<file path="src/rtl/adder_bist_pkg.sv">
// Shared types and constants for the adder BIST engine: FSM state encoding,
// maximal-length LFSR tap masks per supported width, and the zero-seed fix-up.
package adder_bist_pkg;

    typedef enum logic [2:0] {
        IDLE  = 3'd0,
        LOAD  = 3'd1,
        DRIVE = 3'd2,
        WAIT  = 3'd3,
        CHECK = 3'd4,
        DONE  = 3'd5
    } bist_state_e;

    // Tap masks: bit (n-1) set for each polynomial exponent n.
    // 8:  x^8+x^6+x^5+x^4+1
    // 16: x^16+x^15+x^13+x^4+1
    // 32: x^32+x^22+x^2+x^1+1
    // 64: x^64+x^63+x^61+x^60+1
    localparam logic [63:0] TAPS_W8  = 64'h0000_0000_0000_00B8;
    localparam logic [63:0] TAPS_W16 = 64'h0000_0000_0000_D008;
    localparam logic [63:0] TAPS_W32 = 64'h0000_0000_8020_0003;
    localparam logic [63:0] TAPS_W64 = 64'hD800_0000_0000_0000;

    // An all-zero LFSR state would lock up, so it is replaced by this value.
    localparam logic [63:0] ZERO_SEED_SUB = 64'd1;

    function automatic logic [63:0] lfsr_taps(input int width);
        logic [63:0] taps;
        case (width)
            8:       taps = TAPS_W8;
            16:      taps = TAPS_W16;
            32:      taps = TAPS_W32;
            default: taps = TAPS_W64;
        endcase
        return taps;
    endfunction

    // Truncate a seed to the LFSR width and substitute a non-zero value if needed.
    function automatic logic [63:0] seed_fix(input logic [63:0] seed, input int width);
        logic [63:0] mask;
        logic [63:0] trunc;
        mask  = (width >= 64) ? {64{1'b1}} : ((64'd1 << width) - 64'd1);
        trunc = seed & mask;
        return (trunc == 64'd0) ? ZERO_SEED_SUB : trunc;
    endfunction

endpackage

</file>
<file path="src/rtl/adder_bist_engine_lfsr.sv">
// Fibonacci LFSR operand generator: reloads its (fixed-up) seed on reset or
// load, and advances one step when step is asserted.
module bist_lfsr
    import adder_bist_pkg::*;
#(
    parameter int          WIDTH = 64,
    parameter logic [63:0] SEED  = 64'h1
) (
    input  logic             clk,
    input  logic             rst_n,
    input  logic             load,
    input  logic             step,
    output logic [WIDTH-1:0] q
);

    localparam logic [WIDTH-1:0] TAP_MASK  = WIDTH'(lfsr_taps(WIDTH));
    localparam logic [WIDTH-1:0] SEED_INIT = WIDTH'(seed_fix(SEED, WIDTH));

    logic [WIDTH-1:0] q_reg;
    logic [WIDTH-1:0] q_next;
    logic [WIDTH-1:0] tap_bits;
    logic             feedback;

    // Select the tapped state bits; their parity is the bit shifted in.
    genvar gi;
    for (gi = 0; gi < WIDTH; gi++) begin : g_tap
        assign tap_bits[gi] = q_reg[gi] & TAP_MASK[gi];
    end

    assign feedback = ^tap_bits;
    assign q_next   = {q_reg[WIDTH-2:0], feedback};
    assign q        = q_reg;

    // State register: seed on reset/load, shift on step, otherwise hold.
    always_ff @(posedge clk or negedge rst_n) begin
        if (!rst_n) begin
            q_reg <= SEED_INIT;
        end else if (load) begin
            q_reg <= SEED_INIT;
        end else if (step) begin
            q_reg <= q_next;
        end
    end

endmodule

</file>
<file path="src/rtl/adder_bist_engine.sv">
// Adder BIST engine: drives LFSR operands into an external adder, checks the
// returned sum against a golden a+b and keeps pass/fail statistics.
// Optional macro ADDER_BIST_FAILCAP_EN adds capture of the first failing
// operands and DUT sum on fail_a_o / fail_b_o / fail_sum_o.
module adder_bist_engine
    import adder_bist_pkg::*;
#(
    parameter int          WIDTH       = 64,
    parameter int          NUM_TESTS   = 10000,
    parameter logic [63:0] SEED_A      = 64'h5,
    parameter logic [63:0] SEED_B      = 64'hA5A5_1,
    parameter int          DUT_LATENCY = 0,
    localparam int         CW          = $clog2(NUM_TESTS + 1)
) (
    input  logic             clk,
    input  logic             rst_n,
    input  logic             start,
    input  logic             abort,
    output logic [WIDTH-1:0] a_o,
    output logic [WIDTH-1:0] b_o,
    input  logic [WIDTH-1:0] dut_sum_i,
    output logic             busy,
    output logic             done,
    output logic             pass,
    output logic [CW-1:0]    pass_count,
    output logic [CW-1:0]    fail_count,
    output logic [CW-1:0]    first_fail_idx
`ifdef ADDER_BIST_FAILCAP_EN
    ,
    output logic [WIDTH-1:0] fail_a_o,
    output logic [WIDTH-1:0] fail_b_o,
    output logic [WIDTH-1:0] fail_sum_o
`endif
);

    localparam int WCW = (DUT_LATENCY > 1) ? $clog2(DUT_LATENCY) : 1;

    bist_state_e      state_reg;
    bist_state_e      state_next;
    logic [WCW-1:0]   wait_cnt_reg;
    logic [CW-1:0]    idx_reg;
    logic [CW-1:0]    pass_count_reg;
    logic [CW-1:0]    fail_count_reg;
    logic [CW-1:0]    first_fail_reg;
    logic [WIDTH-1:0] a_reg;
    logic [WIDTH-1:0] b_reg;
    logic [WIDTH-1:0] lfsr_a_q;
    logic [WIDTH-1:0] lfsr_b_q;
    logic [WIDTH-1:0] golden_sum;
    logic             sum_match;
    logic             load_fire;
    logic             drive_fire;
    logic             check_fire;

    // Abort suppresses every state action so outputs and counters hold.
    assign load_fire  = (state_reg == LOAD)  && !abort;
    assign drive_fire = (state_reg == DRIVE) && !abort;
    assign check_fire = (state_reg == CHECK) && !abort;

    // Carry-out is discarded: the DUT is only expected to return sum mod 2^WIDTH.
    assign golden_sum = a_reg + b_reg;
    assign sum_match  = (dut_sum_i == golden_sum);

    bist_lfsr #(.WIDTH(WIDTH), .SEED(SEED_A)) u_lfsr_a (
        .clk   (clk),
        .rst_n (rst_n),
        .load  (load_fire),
        .step  (drive_fire),
        .q     (lfsr_a_q)
    );

    bist_lfsr #(.WIDTH(WIDTH), .SEED(SEED_B)) u_lfsr_b (
        .clk   (clk),
        .rst_n (rst_n),
        .load  (load_fire),
        .step  (drive_fire),
        .q     (lfsr_b_q)
    );

    // FSM state register.
    always_ff @(posedge clk or negedge rst_n) begin
        if (!rst_n) begin
            state_reg <= IDLE;
        end else begin
            state_reg <= state_next;
        end
    end

    // Next-state logic; abort overrides any other transition.
    always_comb begin
        state_next = state_reg;
        case (state_reg)
            IDLE:  if (start) state_next = LOAD;
            LOAD:  state_next = DRIVE;
            DRIVE: begin
                if (DUT_LATENCY == 0) state_next = CHECK;
                else                  state_next = WAIT;
            end
            WAIT:  if (int'(wait_cnt_reg) == DUT_LATENCY - 1) state_next = CHECK;
            CHECK: begin
                if (idx_reg < CW'(NUM_TESTS - 1)) state_next = DRIVE;
                else                              state_next = DONE;
            end
            DONE:  if (start) state_next = LOAD;
            default: state_next = IDLE;
        endcase
        if (abort) state_next = IDLE;
    end

    // Counts cycles spent waiting for a pipelined DUT to produce its sum.
    always_ff @(posedge clk or negedge rst_n) begin
        if (!rst_n) begin
            wait_cnt_reg <= '0;
        end else if (state_reg == DRIVE) begin
            wait_cnt_reg <= '0;
        end else if (state_reg == WAIT) begin
            wait_cnt_reg <= wait_cnt_reg + 1'b1;
        end
    end

    // Operand registers: capture the LFSR values when a new vector is driven.
    always_ff @(posedge clk or negedge rst_n) begin
        if (!rst_n) begin
            a_reg <= '0;
            b_reg <= '0;
        end else if (drive_fire) begin
            a_reg <= lfsr_a_q;
            b_reg <= lfsr_b_q;
        end
    end

    // Vector index and statistics; counters saturate at NUM_TESTS.
    always_ff @(posedge clk or negedge rst_n) begin
        if (!rst_n) begin
            idx_reg        <= '0;
            pass_count_reg <= '0;
            fail_count_reg <= '0;
            first_fail_reg <= '1;
        end else if (load_fire) begin
            idx_reg        <= '0;
            pass_count_reg <= '0;
            fail_count_reg <= '0;
            first_fail_reg <= '1;
        end else if (check_fire) begin
            if (sum_match) begin
                if (pass_count_reg != CW'(NUM_TESTS)) pass_count_reg <= pass_count_reg + 1'b1;
            end else begin
                if (fail_count_reg != CW'(NUM_TESTS)) fail_count_reg <= fail_count_reg + 1'b1;
                if (first_fail_reg == '1) first_fail_reg <= idx_reg;
            end
            if (idx_reg != CW'(NUM_TESTS)) idx_reg <= idx_reg + 1'b1;
        end
    end

`ifdef ADDER_BIST_FAILCAP_EN
    logic [WIDTH-1:0] fail_a_reg;
    logic [WIDTH-1:0] fail_b_reg;
    logic [WIDTH-1:0] fail_sum_reg;

    // Latch operands and DUT sum of the first mismatch in a run.
    always_ff @(posedge clk or negedge rst_n) begin
        if (!rst_n) begin
            fail_a_reg   <= '0;
            fail_b_reg   <= '0;
            fail_sum_reg <= '0;
        end else if (load_fire) begin
            fail_a_reg   <= '0;
            fail_b_reg   <= '0;
            fail_sum_reg <= '0;
        end else if (check_fire && !sum_match && (first_fail_reg == '1)) begin
            fail_a_reg   <= a_reg;
            fail_b_reg   <= b_reg;
            fail_sum_reg <= dut_sum_i;
        end
    end

    assign fail_a_o   = fail_a_reg;
    assign fail_b_o   = fail_b_reg;
    assign fail_sum_o = fail_sum_reg;
`endif

    assign a_o            = a_reg;
    assign b_o            = b_reg;
    assign busy           = (state_reg == LOAD) || (state_reg == DRIVE) ||
                            (state_reg == WAIT) || (state_reg == CHECK);
    assign done           = (state_reg == DONE);
    assign pass           = (state_reg == DONE) && (fail_count_reg == '0);
    assign pass_count     = pass_count_reg;
    assign fail_count     = fail_count_reg;
    assign first_fail_idx = first_fail_reg;

endmodule

</file>
<file path="config.mk">
export PLATFORM = sky130hd
export DESIGN_NAME = adder_bist_engine
export DESIGN_NICKNAME = d
export VERILOG_FILES = /design/src/rtl/adder_bist_pkg.sv /design/src/rtl/adder_bist_engine_lfsr.sv /design/src/rtl/adder_bist_engine.sv
export SDC_FILE = /design/constraint.sdc
export NUM_CORES = 1
export LEC_CHECK = 0
export CORE_ASPECT_RATIO = 0.8
export CORE_MARGIN = 8
export CORE_UTILIZATION = 43
export CTS_CLUSTER_DIAMETER = 50
export CTS_CLUSTER_SIZE = 24
export DETAILED_ROUTE_END_ITERATION = 12
export MAX_ROUTING_LAYER = met4
export PLACE_DENSITY = 0.67
export REMOVE_ABC_BUFFERS = 1
export SYNTH_ARGS = -nofsm -noshare
export SYNTH_HDL_FRONTEND = slang
export SYNTH_HIERARCHICAL = 1
export SYNTH_SLANG_ARGS = --single-unit
</file>
<file path="constraint.sdc">
create_clock -name clk -period 4.25 [get_ports clk]
set_input_delay 0.85 -clock clk [delete_from_list [all_inputs] [get_ports clk]]
set_output_delay 0.85 -clock clk [all_outputs]
set_load 0.1 [all_outputs]
</file>
---- Yosys cells after proc, flatten, opt, wreduce, memory -nomap -nowiden ----
Cells that the tools add are included.
storage, ports and cells
  input port bits ......................... 68
  output and inout port bits .............. 173
  bits in registers ....................... 315
operators by class
  reduce and logical (&&, ||, !) cells .... 25
  multiplexer cells ....................... 23
  add/sub/neg operators ................... 4
  equality and inequality tests ........... 13
  $lt $le $gt $ge ......................... 1
operators by type and width
  cell                   count
  $mux 64                4
  $mux 14                15
  $reduce_xor 64->1      2
  $add 64x64->64         1
  $eq 64x64->1           1
  $add 14x1->14 const B  3
  $ne 14x14->1 const B   3
  $pmux 3 s5             1
  $eq 14x14->1 const B   1
  $logic_not 14->1       1
  $lt 14x14->1 const B   1
  $reduce_bool 2->1      7
  $mux 3                 3
  $reduce_and 3->1       3
  $eq 3x2->1 const B     2
  $eq 3x3->1 const B     2
  $logic_and 1x1->1      4
  $reduce_and 2->1       2
  $eq 3x1->1 const B     1
  $logic_not 3->1        1
  $logic_or 1x1->1       3
  $ne 3x1->1 const B     1
  $ne 2x1->1 const B     1
  $ne 2x2->1 const B     1
  2 further kinds        2

---- Depth between registers and ports, before layout ----
  depth after elaboration ................. 5
  mapped depth ............................ 16
  mapped depth without buffers ............ 14

---- Modules after synthesis ----
Netlist, hierarchy kept.
modules (own cells, without submodules)
  module                cells an instance  times used  area an instance (um2)
  adder_bist_engine     1,553              1           14,063.5
  bist_lfsr (u_lfsr_b)  209                1           2,640.0
  bist_lfsr (u_lfsr_a)  210                1           2,630.0

---- Worst setup path before layout ----
No wires, ideal clock.
  path kind ............................... reg-to-output
  from .................................... register state_reg[2]
  to ...................................... output pass
  data required time ...................... 3.400 ns
  setup slack ............................. -1.594 ns
  stages on the path, launching flop included .. 6
  data arrival time ....................... 4.994 ns
  path through ............................ dfrtp_1 > clkbuf_1 > inv_1 > nor3_1 > nand2_1 > nor3_1
on the way
  word-level cells in the longest chain between the ends .. 2
ends and longest elaborated chain
  item                    RTL line                  text
  start, declared         adder_bist_engine.sv:38   bist_state_e state_reg;
  start signal, assigned  adder_bist_engine.sv:85   state_reg <= state_next;
  $eq 3x3->1              --
  named net done          adder_bist_engine.sv:23   output logic done,
  $logic_and 1x1->1       adder_bist_engine.sv:187  assign pass = (state_reg == DONE) && (fail_count_reg == '0);
  end, declared           adder_bist_engine.sv:24   output logic pass,
The timed path passes the listed nets, and every way through them passes these cells.

---- Worst setup path after layout ----
  from .................................... register b_reg[0], in the netlist b_o[0]
  to ...................................... register fail_count_reg[8], in the netlist fail_count[8]
on the way
  word-level cells in the longest chain between the ends .. 4
ends and longest elaborated chain
  item                        RTL line                  text
  start, declared             adder_bist_engine.sv:46   logic [WIDTH-1:0] b_reg;
  start signal, assigned      adder_bist_engine.sv:128  b_reg <= lfsr_b_q;
  $add 64x64->64              adder_bist_engine.sv:61   assign golden_sum = a_reg + b_reg;
  $eq 64x64->1                adder_bist_engine.sv:62   assign sum_match = (dut_sum_i == golden_sum);
  $ne 2x1->1 (no line)        --
  $reduce_and 3->1 (no line)  --
  end signal, assigned        adder_bist_engine.sv:148  if (fail_count_reg != CW'(NUM_TESTS)) fail_count_reg <= fail_count_reg + 1'b1;
  end, declared               adder_bist_engine.sv:43   logic [CW-1:0] fail_count_reg;
Every way passes these cells.
A chain may end at the register's enable or synchronous reset.

==> summary.txt <==
Floorplan
  • Starting Density: 43.6%
  • Die width: 253 um
  • Die area: 52000 um2
  • Core area: 44400 um2
  • I/O pin total: 241
  • Row count: 69
  • Die height: 206 um

Timing
  • Rel. slew slack: 29.1%
  • Unrepaired setup endpoints after global routing: true
  • Fin crit period: 4.30 ns
  • Tightest Pin Transition: 1.06 ns
  • FMAX: 0.232 GHz
  • Worst Skew: 0.0207 ns
  • PnR worst setup slack: -0.0532 ns
  • Final Cycle Share: 101%
  • Hold Vio Cnt, Final: 0
  • Slew Limit Fails: 0
  • Setup violation total in the final timing report: 29

Place
  • # port buffers: 240
  • DP HPWL: 63.0 mm
  • Placer Congestion: 1.07
  • Placed Area: 25000 um2

Power
  • Logic pwr share: 38.5%
  • Seq pwr share: 35.5%
  • P per Cell Area: 392 nW/um2
  • Sw Share: 41.4%
  • Net Sw Power: 4290 uW
  • Internal power: 6080 uW
  • Leakage: 0.0116 uW
  • Clock network fraction of design power: 26.0%
  • Largest vdd supply drop: 0.000537 V

Critical path
  • Critical path peak fanout: 7
  • Worst Path Required: 4.78 ns
  • Worst setup EP type: flop
  • Arrival time at the worst endpoint: 4.83 ns
  • Slowest-stage cell, CP: or4_4
  • Max stage delay on crit path: 0.49 ns
  • Critical path start-end classification: flop to flop
  • Most numerous cell on the critical path: buf_6
  • Worst setup SP type: flop
  • Critical path, cell by cell: ha_2, fa_2, a211oi_4, buf_4, o21ai_4, a31o_4, o211ai_4, buf_6, a31o_4, o211ai_1, or4_4, a2111oi_4, nand4_4, buf_6, o31ai_4, buf_6, buf_8, o31ai_2, a21oi_2

Clock network
  • Max clock buf depth: 3
  • Hold-fix buffers, CTS: 0
  • CTS root buf: clkbuf_16
  • Clk_lat worst skew: 0.60 ns
  • Clock transition at the registers of the reported paths: 0.08 ns
  • Cts bufs inserted: 27
  • CTS tree: yes
  • H-tree depth: 1
  • # clock sinks: 315

Drt
  • Vias: 18100
  • First DRT Iteration DRCs: 1770
  • Total Wirelength: 77.3 mm
  • DR WL/cell: 24.3 um
  • DRC violations left: 0
  • ANT nets after route: 0
  • DR vias/cell: 5.69
  • Drt first pass iters: 8

Synth
  • Synth Area per Inst: 9.80 um2
  • Synthesized flop and latch total: 315
  • Synth async-reset ratio: 100%
  • Syn Inst Count: 1972
  • EDFF count, synth: 0
  • Distinct cells, synth: 91
  • Top_reg_cell synth: dfrtp_1
  • Mapped Area: 19300 um2
  • Ys Warns: 6
  • Post-synthesis sequential area ratio: 40.9%

Final layout
  • Final net count: 2689
  • Reg area: 7910 um2
  • Multi-input gate area: 11000 um2
  • Area grow syn2layout: 36.6%
  • Layout cell share with drive strength beyond 1: 27.7%
  • Layout fillers: 3861
  • Design area: 26400 um2
  • Final Util: 59.5%

GRT
  • Grt ovf: 0
  • Total track usage: 29.8%
  • Largest net degree at the start of global routing: 109
  • Global-route wire length before repair: 115 mm
  • Number of global-route vias before repair: 18200
  • Initial antenna violation count: 1

Worst hold path
  • Min-delay worst type: primary input to asynchronous set/reset pin

Job
  • Max_cap viols: 0

Run status
  • Violated checks: negative setup slack
  • Status: finished with violations
## cell families (layout without fill, tap and decap cells)
logic type,Yosys count,count (layout),synth area share [%]
simple gates,667,667,16.3
fa+ha+maj,70,70,4.57
xor+xnor,106,106,4.80
compound gates,406,406,14.4
buf+inv,128,728,3.63
flops,315,315,40.9
mux,280,280,15.3
other cells,0,1,0
## stage by stage
stage | instances | total power (uW) | setup TNS [ns] | hold WS [ns] | setup WS, ns
3_5_place_dp | 3108 | 7580 | -12.88 | 0.480 | -0.411
2_1_floorplan | 1880 | 6230 | -5112.66 | 0.485 | -20.41
3_3_place_gp | 3108 | 7530 | -9.62 | 0.471 | -0.318
5_1_grt | 3175 | 10800 | -6.98 | 0.368 | -0.231
4_1_cts | 3169 | 10300 | 0 | 0.337 | 0.000784
6_report | 3176 | 10400 | -0.752 | 0.306 | -0.0532
## timing repair
item / in CTS / in global routing
cloned: 2 / 2
resized for setup: 32 / 50
pin swaps: 17 / 18
endpoints found under the setup margin: 42 / 42
buffers inserted: 9 / 6
## metal layers
layer | global-route usage (%) | part of all wire [%] | up-vias | wire, um
met5 | - | 0 | - | 0
met4 | 5.93 | 2.0 | 0 | 1560
met3 | 5.42 | 7.5 | 77 | 5810
met2 | 43.6 | 43 | 615 | 33600
met1 | 43.1 | 47 | 9029 | 36300
li1 | - | - | 8342 | -
## final cells by class
cell class | instances | share of cell area [%]
multi-input combinational | 1529 | 41.7
clock buffer | 28 | 2.57
clock inverter | 22 | 1.09
tap | 603 | 2.86
inverter | 36 | 0.521
timing repair buffer | 642 | 21.2
antenna | 1 | 0.00947
sequential | 315 | 30.0
## critical path: cells and delay by family (launching register included)
family	cells	cell delay [ns]
adders and majority gates	2	0.58
AOI/OAI and AO/OA	10	1.83
DFF	1	0.39
and+or+nand+nor	2	0.66
buffers and inverters	5	0.77
## power groups by stage
stage	clock network (uW)	registers, uW	logic, uW
after floorplan	0	5010	1220
after detailed placement	0	3720	3860
final	2700	3680	3990
after global routing	2860	3720	4170
after CTS	2750	3670	3930
after global placement	0	3700	3830
## layout by cell type (no fill, tap or decap), drive strengths merged, types with 61 or more instances in the layout
cell type / Yosys / layout
mux2i: 149 / 149
dfrtp: 290 / 290
ha: 69 / 69
a21oi: 129 / 129
nor2: 247 / 247
mux2: 131 / 131
xnor2: 61 / 61
buf: 60 / 404
nand4: 62 / 62
clkdlybuf4s50: 0 / 238
nand2: 158 / 158
o21ai: 92 / 92
## worst paths after layout
path                       slack [ns]                from  cells past startpoint            endpoint
max in group asynchronous        2.99               rst_n                      2      u_lfsr_b/q[12]
min                              0.31               rst_n                      1             b_o[24]
min reg2reg                      0.49  first_fail_idx[11]                      2  first_fail_idx[11]
min in group clk                 0.49  first_fail_idx[11]                      2  first_fail_idx[11]
max                             -0.05              b_o[0]                     19       fail_count[8]
max reg2reg                     -0.05              b_o[0]                     19       fail_count[8]
## cells in the mapped netlist, drive strengths merged (23+ instances only)
cell    count  share of area (%)
nand2     158                3.1
ha         69                4.5
inv        36               0.70
o21ai      92                2.6
nor2      247                4.8
clkbuf     32               0.62
xor2       45                2.0
dfstp      25                3.4
xnor2      61                2.8
mux2i     149                7.7
nand3      48                1.2
buf        60                2.3
nor4       23               0.82
nand4      62                2.1
a21oi     129                3.6
mux2      131                7.6
nor3       48                1.3
dfrtp     290                 38
Note: power is estimated with default switching activity, not from simulation.
